**config.mk**
```make
export PLATFORM = sky130hd
export DESIGN_NAME = tmcuart_phy
export DESIGN_NICKNAME = d
export VERILOG_FILES = /design/src/rtl/tmcuart_phy.sv
export SDC_FILE = /design/constraint.sdc
export NUM_CORES = 1
export LEC_CHECK = 0
export CAP_MARGIN = 30
export CORE_ASPECT_RATIO = 2
export CORE_MARGIN = 8
export CORE_UTILIZATION = 45
export DETAILED_ROUTE_END_ITERATION = 10
export GPL_TIMING_DRIVEN = 0
export SYNTH_ARGS = -nofsm -noshare
export SYNTH_HDL_FRONTEND = slang
export SYNTH_SLANG_ARGS = --single-unit
```
**constraint.sdc**
```tcl
create_clock -name clk -period 5.65 [get_ports clk]
set_input_delay 1.13 -clock clk [delete_from_list [all_inputs] [get_ports clk]]
set_output_delay 1.13 -clock clk [all_outputs]
set_load 0.02 [all_outputs]
```
**src/rtl/tmcuart_phy.sv**
```systemverilog
// tmcuart_phy: byte-level half-duplex 8N1 serial engine for the TMC UART
// sequencer. Independent TX and RX state machines, each with its own
// prescaler; one bit lasts four prescaler ticks (BP = 4*CLOCK_DIVIDE clk).
module tmcuart_phy #(
   parameter int CLOCK_DIVIDE = 60
) (
   input  logic       clk,
   input  logic       rst,
   input  logic       rx,
   output logic       tx,
   input  logic       transmit,
   input  logic [7:0] tx_byte,
   output logic       received,
   output logic [7:0] rx_byte,
   output logic       is_receiving,
   output logic       is_transmitting,
   output logic       recv_error
);

   // A divide of 1 still needs a 1-bit prescaler that simply never advances.
   localparam int PW = (CLOCK_DIVIDE > 1) ? $clog2(CLOCK_DIVIDE) : 1;
   localparam logic [PW-1:0] PRESC_MAX = PW'(CLOCK_DIVIDE - 1);

   localparam logic [1:0] TX_IDLE  = 2'd0;
   localparam logic [1:0] TX_START = 2'd1;
   localparam logic [1:0] TX_DATA  = 2'd2;
   localparam logic [1:0] TX_STOP  = 2'd3;

   localparam logic [2:0] RX_IDLE    = 3'd0;
   localparam logic [2:0] RX_START   = 3'd1;
   localparam logic [2:0] RX_DATA    = 3'd2;
   localparam logic [2:0] RX_STOP    = 3'd3;
   localparam logic [2:0] RX_RECOVER = 3'd4;

   // ---------------------------------------------------------------- TX
   logic [1:0]    tx_state_reg;
   logic [PW-1:0] tx_presc_reg;
   logic [1:0]    tx_tick_cnt_reg;
   logic [3:0]    tx_bit_cnt_reg;
   logic [7:0]    tx_shift_reg;
   logic          tx_reg;
   logic          tx_tick;
   logic          tx_bit_end;

   assign tx_tick    = (tx_presc_reg == PRESC_MAX);
   // Last clk cycle of the current bit: fourth tick since the bit began.
   assign tx_bit_end = tx_tick && (tx_tick_cnt_reg == 2'd3);

   // TX FSM with its prescaler; the prescaler restarts on every accepted byte.
   always_ff @(posedge clk or posedge rst) begin
      if (rst) begin
         tx_state_reg    <= TX_IDLE;
         tx_presc_reg    <= '0;
         tx_tick_cnt_reg <= 2'd0;
         tx_bit_cnt_reg  <= 4'd0;
         tx_shift_reg    <= 8'd0;
         tx_reg          <= 1'b1;
      end else begin
         if (tx_state_reg == TX_IDLE) begin
            if (transmit) begin
               tx_shift_reg    <= tx_byte;
               tx_reg          <= 1'b0;
               tx_presc_reg    <= '0;
               tx_tick_cnt_reg <= 2'd0;
               tx_bit_cnt_reg  <= 4'd0;
               tx_state_reg    <= TX_START;
            end
         end else begin
            tx_presc_reg <= tx_tick ? '0 : tx_presc_reg + PW'(1);
            if (tx_tick) begin
               tx_tick_cnt_reg <= tx_tick_cnt_reg + 2'd1;
            end
            if (tx_bit_end) begin
               case (tx_state_reg)
                  TX_START: begin
                     tx_reg         <= tx_shift_reg[0];
                     tx_shift_reg   <= {1'b0, tx_shift_reg[7:1]};
                     tx_bit_cnt_reg <= 4'd0;
                     tx_state_reg   <= TX_DATA;
                  end
                  TX_DATA: begin
                     if (tx_bit_cnt_reg == 4'd7) begin
                        tx_reg         <= 1'b1;
                        tx_bit_cnt_reg <= 4'd0;
                        tx_state_reg   <= TX_STOP;
                     end else begin
                        tx_reg         <= tx_shift_reg[0];
                        tx_shift_reg   <= {1'b0, tx_shift_reg[7:1]};
                        tx_bit_cnt_reg <= tx_bit_cnt_reg + 4'd1;
                     end
                  end
                  TX_STOP: begin
                     tx_state_reg <= TX_IDLE;
                  end
                  default: begin
                     tx_state_reg <= TX_IDLE;
                  end
               endcase
            end
         end
      end
   end

   assign tx              = tx_reg;
   assign is_transmitting = (tx_state_reg != TX_IDLE);

   // ---------------------------------------------------------------- RX
   logic [1:0]    rx_sync_reg;
   logic          rxs;
   logic [2:0]    rx_state_reg;
   logic [PW-1:0] rx_presc_reg;
   logic [1:0]    rx_tick_cnt_reg;
   logic [3:0]    rx_bit_cnt_reg;
   logic [7:0]    rx_shift_reg;
   logic [7:0]    rx_byte_reg;
   logic          received_reg;
   logic          recv_error_reg;
   logic          rx_tick;
   logic          rx_sample;

   // Two-flop synchronizer; resets to the idle (high) line level.
   always_ff @(posedge clk or posedge rst) begin
      if (rst) begin
         rx_sync_reg <= 2'b11;
      end else begin
         rx_sync_reg <= {rx_sync_reg[0], rx};
      end
   end

   assign rxs       = rx_sync_reg[1];
   assign rx_tick   = (rx_presc_reg == PRESC_MAX);
   // Mid-bit point: second tick after start detection, then every fourth.
   assign rx_sample = rx_tick && (rx_tick_cnt_reg == 2'd1);

   // RX FSM with its prescaler; result pulses are registered one-cycle strobes.
   always_ff @(posedge clk or posedge rst) begin
      if (rst) begin
         rx_state_reg    <= RX_IDLE;
         rx_presc_reg    <= '0;
         rx_tick_cnt_reg <= 2'd0;
         rx_bit_cnt_reg  <= 4'd0;
         rx_shift_reg    <= 8'd0;
         rx_byte_reg     <= 8'd0;
         received_reg    <= 1'b0;
         recv_error_reg  <= 1'b0;
      end else begin
         received_reg   <= 1'b0;
         recv_error_reg <= 1'b0;
         if (rx_state_reg == RX_IDLE) begin
            if (!rxs) begin
               rx_presc_reg    <= '0;
               rx_tick_cnt_reg <= 2'd0;
               rx_bit_cnt_reg  <= 4'd0;
               rx_state_reg    <= RX_START;
            end
         end else begin
            rx_presc_reg <= rx_tick ? '0 : rx_presc_reg + PW'(1);
            if (rx_tick) begin
               rx_tick_cnt_reg <= rx_tick_cnt_reg + 2'd1;
            end
            case (rx_state_reg)
               RX_START: begin
                  if (rx_sample) begin
                     if (rxs) begin
                        recv_error_reg <= 1'b1;
                        rx_state_reg   <= RX_IDLE;
                     end else begin
                        rx_bit_cnt_reg <= 4'd0;
                        rx_state_reg   <= RX_DATA;
                     end
                  end
               end
               RX_DATA: begin
                  if (rx_sample) begin
                     rx_shift_reg <= {rxs, rx_shift_reg[7:1]};
                     if (rx_bit_cnt_reg == 4'd7) begin
                        rx_bit_cnt_reg <= 4'd0;
                        rx_state_reg   <= RX_STOP;
                     end else begin
                        rx_bit_cnt_reg <= rx_bit_cnt_reg + 4'd1;
                     end
                  end
               end
               RX_STOP: begin
                  if (rx_sample) begin
                     if (rxs) begin
                        rx_byte_reg  <= rx_shift_reg;
                        received_reg <= 1'b1;
                        rx_state_reg <= RX_IDLE;
                     end else begin
                        recv_error_reg <= 1'b1;
                        rx_state_reg   <= RX_RECOVER;
                     end
                  end
               end
               RX_RECOVER: begin
                  // Wait out a stuck-low line so it cannot be read as new frames.
                  if (rxs) begin
                     rx_state_reg <= RX_IDLE;
                  end
               end
               default: begin
                  rx_state_reg <= RX_IDLE;
               end
            endcase
         end
      end
   end

   assign rx_byte      = rx_byte_reg;
   assign received     = received_reg;
   assign recv_error   = recv_error_reg;
   assign is_receiving = (rx_state_reg != RX_IDLE);

endmodule

```
==> results.sh <==
export IMPL_status="finished, final reports clean"
export IMPL_port_buffer_count=23
export IMPL_critPathLaunchType="flip-flop"
export IMPL_path_max_fanout=10
export IMPL_power_density_nw_per_um2=367
export IMPL_wirelength_mm=5.56
export IMPL_slowest_delay_ns=0.57
export IMPL_synth_edf_count=0
export IMPL_synth_seq_cells=58
export IMPL_dr_pass1_iters=4
export IMPL_peakVddDrop_mv=0.264
export IMPL_clock_path_buffers=2
export IMPL_diodes=0
export IMPL_seq_area_frac_synth_pct=49.3
export IMPL_cts_hold_buf=0
export IMPL_cp_depth=6
export IMPL_timing_setup_tns_ns=0
export IMPL_cap_viol_max_count=0
export IMPL_setup_viol=0
export IMPL_synthXorXnorAreaFrac_pct=1.19
export IMPL_leakage_nw=1.67
export IMPL_drv_slew=0
export IMPL_min_path_cells=0
export IMPL_cts_root_buf="clkbuf_16"
export IMPL_fin_crit_sh_pct=61.3
export IMPL_fmax_ghz=0.289
export IMPL_post_cts_resized=0
export IMPL_grt_setup_unrepaired="no"
export IMPL_ys_warn_count=0
export IMPL_num_vias=2073
export IMPL_vias_per_cell=5.37
export IMPL_die_area_um2=9560
export IMPL_hpwl_mm=3.91
export IMPL_synth_fa_ha_area_share_pct=4.24
export IMPL_antenna_found_initial=0
export IMPL_clkSlewWorstSetupHoldPaths_ns=0.05
export IMPL_start_util_pct=45.6
export IMPL_final_cell_mix="55 x dfrtp_1, 30 x mux2_2, 23 x clkdlybuf4s50_1"
export IMPL_max_slew_margin_pct=61.5
export IMPL_routedWlPerCell_um=14.4
export IMPL_cts_tree="built"
export IMPL_synth_compound_area_share_pct=10.5
export IMPL_gp_congestion=0.829
export IMPL_grt_pass1_wl_mm=9.80
export IMPL_synth_main_ff_cell="dfrtp_1"
export IMPL_ys_types=60
export IMPL_grt_max_degree=35
export IMPL_cts_buffers=9
export IMPL_crit_path_frequent_cell="inv_1"
export IMPL_worstMarginPinSlew_ns=0.577
export IMPL_clock_latency_ns=0.32
export IMPL_synth_top_area_share_pct=46.6
export IMPL_worst_setup_path_end_kind="output pin"
export IMPL_first_global_vias=2156
export IMPL_grt_usage_pct=13.3
export IMPL_avgSynthCellArea_um2=11.4
export IMPL_fin_util_pct=55.9
export IMPL_cp_num_buf_inv=5
export IMPL_fillCellCount=559
export IMPL_drive_gt1_share_pct=23.2
export IMPL_overflow=0
export IMPL_worst_endpoint_required_ns=4.52
export IMPL_die_h_um=131
export IMPL_critical_path_class="reg -> out"
export IMPL_critPathSlowestCell="clkdlybuf4s50_1"
export IMPL_period_minus_slack_ns=3.46
export IMPL_die_x_um=73.3
export IMPL_cts_sinks=58
export IMPL_final_net_count=315
export IMPL_syn_nets=280
export IMPL_drt_iter0_markers=120
export IMPL_yosys_area_share_simple_pct=17.9
export IMPL_coreArea_um2=6460
export IMPL_crit_family="buffers and inverters"
export IMPL_num_rows=42
export IMPL_synthArstFlopShare_pct=100
export IMPL_netlist_top_cell_by_area="dfrtp_1"
export IMPL_yosys_top_cells_area="dfrtp_1 47%, mux2_2 11%, ha_1 4.2%"
export IMPL_pin_count=25
export IMPL_hold_violations=0
export IMPL_remaining_drc_errors=0
export IMPL_syn_inst=258
export IMPL_final_common_cell="dfrtp_1"
export IMPL_syn_area_um2=2950
export IMPL_fin_skew_ns=0.00649
export IMPL_cp_data_arrival_time_ns=2.33
export IMPL_synth_top_family_by_area="simple AND/OR/NAND/NOR gates"
export IMPL_crit_chain="inv_1, ha_1, buf_2, clkbuf_1, inv_1, clkdlybuf4s50_1"
export IMPL_cts_max_level=3
export IMPL_synthMuxAreaShare_pct=13.5
export IMPL_syn_to_final_growth_pct=22.6
export IMPL_post_cts_setup_buffers=0
export IMPL_ant_nets=0
export IMPL_rr_worst_depth=7
export IMPL_hp_class="reg -> reg"
## per-stage QoR
step	power (mW)	hold WS, ns	cell area, um^2	worst slack, ns	instances
after CTS	1.35	0.360	3620	2.15	386
after floorplan	0.727	0.345	2950	3.10	258
after detailed placement	0.797	0.348	3310	2.51	370
after global placement	0.781	0.346	3290	2.02	369
final	1.33	0.356	3620	2.19	386
after global routing	1.41	0.358	3620	2.01	386
## kinds of logic (layout without fill, tap and decap cells)
family,after synthesis,in the layout
buffers and inverters,23,63
and+or+nand+nor,82,82
muxes,36,36
adders and majority gates,10,10
DFF,58,58
xor gates and xnor gates,4,4
AOI/OAI and AO/OA,45,45
## cell usage after synthesis (2+ instances only)
cell / number
a21boi_0: 2
a21o_1: 2
a21oi_1: 2
a22oi_1: 2
a31oi_1: 3
and4_1: 3
buf_2: 4
clkbuf_1: 4
dfrtp_1: 55
dfstp_2: 3
ha_1: 10
inv_1: 13
mux2_2: 30
mux2i_1: 6
nand2_1: 20
nand2b_1: 4
nand3_1: 7
nand3b_1: 2
nand4_1: 2
nand4_4: 2
nor2_1: 12
nor2b_1: 6
nor3_1: 2
nor3b_1: 3
nor4_1: 2
o211ai_1: 3
o21ai_0: 11
o22a_1: 2
o22ai_1: 4
o2bb2ai_1: 3
o31ai_1: 2
or2_2: 2
xor2_1: 3
## final timing paths
check	start	to	slack (ns)
setup / recovery	tx_state_reg[0]	is_transmitting	2.19
hold / removal	rx_sync_reg[0]	rx_sync_reg[1]	0.36
setup reg to reg	tx_state_reg[0]	tx_shift_reg[7]	3.62
hold reg to reg	rx_sync_reg[0]	rx_sync_reg[1]	0.36
max in group asynchronous	rst	rx_sync_reg[1]	3.83
min in group asynchronous	rst	tx_presc_reg[0]	1.19
## power by group
group | switching (mW) | total [mW] | internal (mW)
registers | 0.0571 | 0.546 | 0.489
clock network | 0.177 | 0.539 | 0.362
logic | 0.114 | 0.241 | 0.127
total | 0.348 | 1.33 | 0.978
## per-layer routing
layer  up-vias  part of all wire, %  global-route usage, %
li1       1011                    -                      -
met1      1005                   47                   16.5
met2        46                   46                   19.2
met3        11                  4.5                   4.05
met4         0                  2.6                   8.79
met5         -                    0                      0
## cell type report
class                      instances  area, um^2  area share, %
sequential                        58        1460           40.2
multi-input combinational        177        1400           38.6
clock buffer                      11         253           6.99
timing repair buffer              24         250           6.92
tap                               88         110           3.04
clock inverter                     5        52.6           1.45
buffer                            10        51.3           1.42
inverter                          13        48.8           1.35
Power figures use the tool's default switching activity.
